[src/rtl/multicycle_ripple_adder.sv]
// Multi-cycle add/subtract: WIDTH-bit operands processed CHUNK bits per clock, LSB chunk first.
// Define MULTICYCLE_ADDER_OVF_EN to add the signed-overflow output ovf.
module multicycle_ripple_adder #(
    parameter int WIDTH = 16,
    parameter int CHUNK = 4
) (
    input  logic             Clk,
    input  logic             Reset,
    input  logic             start,
    input  logic             sub,
    input  logic [WIDTH-1:0] A,
    input  logic [WIDTH-1:0] B,
    input  logic             c_in,
    output logic             busy,
    output logic             done,
    output logic [WIDTH-1:0] S,
    output logic             c_out
`ifdef MULTICYCLE_ADDER_OVF_EN
    ,
    output logic             ovf
`endif
);

    localparam int NCHUNK = WIDTH / CHUNK;
    localparam int KW     = (NCHUNK > 1) ? $clog2(NCHUNK) : 1;

    if (WIDTH % CHUNK != 0) begin : g_bad_chunk
        $error("multicycle_ripple_adder: WIDTH must be a multiple of CHUNK");
    end

    typedef enum logic [1:0] {
        IDLE = 2'd0,
        RUN  = 2'd1,
        DONE = 2'd2
    } state_t;

    state_t            state_q, state_d;
    logic [KW-1:0]     k_q, k_d;
    logic [WIDTH-1:0]  a_q, a_d;
    logic [WIDTH-1:0]  b_q, b_d;
    logic              carry_q, carry_d;
    logic [WIDTH-1:0]  s_q, s_d;
    logic              cout_q, cout_d;
`ifdef MULTICYCLE_ADDER_OVF_EN
    logic              ovf_q, ovf_d;
    logic              c_msb;
`endif

    int                idx;
    logic [CHUNK-1:0]  a_ch, b_ch, sum_ch;
    logic              c_ch;
    logic              last;

    assign idx  = int'(k_q) * CHUNK;
    assign last = (k_q == KW'(NCHUNK - 1));

    // CHUNK-wide ripple chain fed by the carry registered from the previous chunk
    always_comb begin
        logic c;
        a_ch   = a_q[idx +: CHUNK];
        b_ch   = b_q[idx +: CHUNK];
        sum_ch = '0;
        c      = carry_q;
`ifdef MULTICYCLE_ADDER_OVF_EN
        c_msb  = 1'b0;
`endif
        for (int i = 0; i < CHUNK; i++) begin
            sum_ch[i] = a_ch[i] ^ b_ch[i] ^ c;
`ifdef MULTICYCLE_ADDER_OVF_EN
            c_msb = c;
`endif
            c = (a_ch[i] & b_ch[i]) | (c & (a_ch[i] ^ b_ch[i]));
        end
        c_ch = c;
    end

    always_comb begin
        state_d = state_q;
        k_d     = k_q;
        a_d     = a_q;
        b_d     = b_q;
        carry_d = carry_q;
        s_d     = s_q;
        cout_d  = cout_q;
`ifdef MULTICYCLE_ADDER_OVF_EN
        ovf_d   = ovf_q;
`endif
        unique case (state_q)
            IDLE, DONE: begin
                // DONE accepts a new start directly so back-to-back ops skip IDLE
                if (start) begin
                    a_d     = A;
                    b_d     = B ^ {WIDTH{sub}};
                    carry_d = sub | c_in;
                    k_d     = '0;
                    state_d = RUN;
                end else begin
                    state_d = IDLE;
                end
            end
            RUN: begin
                s_d[idx +: CHUNK] = sum_ch;
                carry_d           = c_ch;
                k_d               = k_q + KW'(1);
                if (last) begin
                    cout_d  = c_ch;
`ifdef MULTICYCLE_ADDER_OVF_EN
                    ovf_d   = c_msb ^ c_ch;
`endif
                    k_d     = '0;
                    state_d = DONE;
                end
            end
            default: state_d = IDLE;
        endcase
    end

    always_ff @(posedge Clk or posedge Reset) begin
        if (Reset) begin
            state_q <= IDLE;
            k_q     <= '0;
            a_q     <= '0;
            b_q     <= '0;
            carry_q <= 1'b0;
            s_q     <= '0;
            cout_q  <= 1'b0;
`ifdef MULTICYCLE_ADDER_OVF_EN
            ovf_q   <= 1'b0;
`endif
        end else begin
            state_q <= state_d;
            k_q     <= k_d;
            a_q     <= a_d;
            b_q     <= b_d;
            carry_q <= carry_d;
            s_q     <= s_d;
            cout_q  <= cout_d;
`ifdef MULTICYCLE_ADDER_OVF_EN
            ovf_q   <= ovf_d;
`endif
        end
    end

    assign busy  = (state_q == RUN);
    assign done  = (state_q == DONE);
    assign S     = s_q;
    assign c_out = cout_q;
`ifdef MULTICYCLE_ADDER_OVF_EN
    assign ovf   = ovf_q;
`endif

endmodule
[config.mk]
export PLATFORM = sky130hd
export DESIGN_NAME = multicycle_ripple_adder
export DESIGN_NICKNAME = d
export VERILOG_FILES = /design/src/rtl/multicycle_ripple_adder.sv
export SDC_FILE = /design/constraint.sdc
export NUM_CORES = 1
export LEC_CHECK = 0
export BUFFER_PORTS_ARGS = -buffer_cell sky130_fd_sc_hd__buf_2
export CAP_MARGIN = 20
export CORE_MARGIN = 2
export CORE_UTILIZATION = 54
export CTS_CLUSTER_SIZE = 24
export DETAILED_ROUTE_END_ITERATION = 6
export GPL_ROUTABILITY_DRIVEN = 0
export PLACE_DENSITY = 0.79
export SYNTH_ARGS = -nofsm -noshare
export SYNTH_HDL_FRONTEND = slang
export SYNTH_SLANG_ARGS = --single-unit
[constraint.sdc]
create_clock -name Clk -period 3.5 [get_ports Clk]
set_input_delay 0.7 -clock Clk [delete_from_list [all_inputs] [get_ports Clk]]
set_output_delay 0.7 -clock Clk [all_outputs]
set_load 0.01 [all_outputs]
==> impl_metrics.toml <==
[synth]
synth_fp_nets = 260
synth.area.top_cells = "dfrtp_1, mux2_2, mux4_2"
yosysSeqAreaShare = 0.515
synth_top_area_frac = 0.515
syn_area_mm2 = 0.00262
syn_inst = 213
yosysWarnings = 0
avgSynthCellArea_um2 = 12.3
synth_cell_types = 33
yosysTopAreaCell = "dfrtp_1"
ys_ff_latch = 54

[grt]
overflow = 0
grt_pass1_wl_um = 7940
grt_max_degree = 55
antenna_found_initial = 0
grt_pass1_vias = 1662
gr-usage-all-layers = 0.195

[sta]
rsz0062_at_grt = "no"
fmax_mhz = 335
slew_violations = 0
relSlewSlack = 0.364
tns_ns = 0
finalWorstSetupSlack_ns = 0.512
setup_viol = 0
clock_skew_ns = 0.00782
tightest_slew_ns = 0.954
min_period_ns = 2.99
finalHoldViolations = 0
min_period_over_period = 0.854

[drt]
dr_total_vias = 1742
drt_iter0_drc = 60
vias_per_cell = 5.44
ant_nets = 0
drtPass1Iterations = 4
drcViolationCount = 0
wire_per_inst_um = 15.2
wl_um = 4860

[clock_network]
htreeDepth = 2
cts_buffers = 5
clock_path_buffers = 2
cts_resized = 0
cts_tree = "done"
cts.sinks = 54
ctsHoldBuffers = 0
clk_latency_ns = 0.30
clkTransAtPathRegs_ns = 0.09
post-cts-setup-buffers = 0
root_buffer = "clkbuf_8"

[final_layout]
drive_gt1_frac = 0.350
area_delta_synth_final_pct = 14.0
diodes = 0
final_nets = 313
final_common_cell = "buf_2"
fin_area_mm2 = 0.00299
layout_common_cells = "buf_2, dfrtp_1, nand2_1"

[floorplan]
start_util = 0.559
ios = 56
fp.dieH_um = 73.7
die_w_um = 73.7
row_count = 25
die_area_mm2 = 0.00543
core_mm2 = 0.00469

[critical_path]
worst-setup-path-type = "reg2reg"
critPathCaptureType = "flop"
cp.arrival_ns = 3.21
crit_fanout = 12
r2r_start = "k_q[0]"
worst_setup_path_start_kind = "flop"
cp.required_ns = 3.72
rr_endpoint = "S[7]"
rr_worst_depth = 9
reg2reg_setup_slack_ns = 0.51

[run]
drv_cap = 0

[placement]
dp_slack_ns = 0.508
hpwl_um = 3500
placed_area_mm2 = 0.00289
numPortBuffers = 55

[min_path]
hold_path_class = "in2async"

[power_and_ir_drop]
p_leak_nw = 1.42
power-per-cell-area_mw_per_mm2 = 937
finalPower_mw = 2.80
ir_worst_vdd_uv = 430

[outcome]
status = "finished clean"
-- synth_stat cells --
cell type and n:
ha_1 6, a22o_1 1, inv_1 10, o21ai_0 21, clkbuf_4 1, a32o_1 4
mux4_2 8, clkbuf_1 2, buf_6 4, nor3_1 1, buf_2 3, dfrtp_1 54
nand2b_2 1, and2_1 2, xnor2_1 16, fa_1 4, o2bb2ai_1 4, nor2_1 2
or3_1 1, nor3b_1 1, buf_4 1, nor3b_2 1, nand2b_1 1, nand3_1 2
and3b_1 2, a221o_1 1, mux2_2 17, nor2b_1 2, a21o_1 1, nand2_1 30
o31ai_1 4, nand3b_1 3, inv_2 2
-- worst max path at each step --
stage | slack [ns] | start | end | depth (start not counted)
finish | 0.51 | k_q[0] | S[7] | 9
CTS | 0.49 | k_q[0] | S[7] | 9
floorplan | 0.69 | k_q[1] | S[11] | 11
global placement | 0.62 | k_q[0] | S[11] | 8
global route | 0.24 | k_q[0] | S[7] | 9
detailed placement | 0.51 | k_q[0] | S[7] | 9
-- routing by layer --
layer	up-vias	global-route usage	share of wire
li1	843	-	-
met5	-	0	0
met3	8	0.0453	0.045
met4	0	0.0606	0.014
met1	836	0.263	0.45
met2	55	0.316	0.49
-- through the flow --
step | instances | hold WS, ns | utilization
global route | 320 | 0.365 | 0.637
global placement | 312 | 0.458 | 0.617
detailed placement | 312 | 0.462 | 0.617
finish | 320 | 0.344 | 0.637
CTS | 319 | 0.482 | 0.633
floorplan | 213 | 0.445 | -
-- worst max-delay path, stage by stage (launching register included) --
cell	delay [ns]
dfrtp_1	0.54
buf_4	0.28
mux4_2	0.55
fa_1	0.44
inv_1	0.09
fa_1	0.16
inv_1	0.05
fa_1	0.57
nand3_1	0.09
o21ai_0	0.16
-- flip-flops by register name, summed over array words and instances (netlist names) --
| signal | count |
|---|---|
| carry_q | 1 |
| a_q | 16 |
| c_out | 1 |
| S | 16 |
| k_q | 2 |
| state_q | 2 |
| b_q | 16 |
-- cell families (layout without fill, tap and decap cells) --
kind of cell / Yosys count / count (layout) / synth area share
xor+xnor: 16 / 16 / 0.0534
compound gates: 36 / 36 / 0.0901
flops: 54 / 54 / 0.515
fa+ha+maj: 10 / 10 / 0.0591
mux: 25 / 25 / 0.142
simple gates: 49 / 49 / 0.0920
buf+inv: 23 / 76 / 0.0486
-- area by class of cell --
cell class                 instances  area [um^2]
clock buffer                       7         76.3
inverter                          12         45.0
tap                               54         67.6
fill                             389         1700
multi-input combinational        136         1150
sequential                        54         1350
timing repair buffer              57          303
-- power breakdown --
group	switching, mW	total (mW)	internal (mW)
Sequential	0.194	1.09	0.892
Clock	0.185	0.324	0.138
Combinational	0.740	1.39	0.652
(Power assumes the default switching activity.)
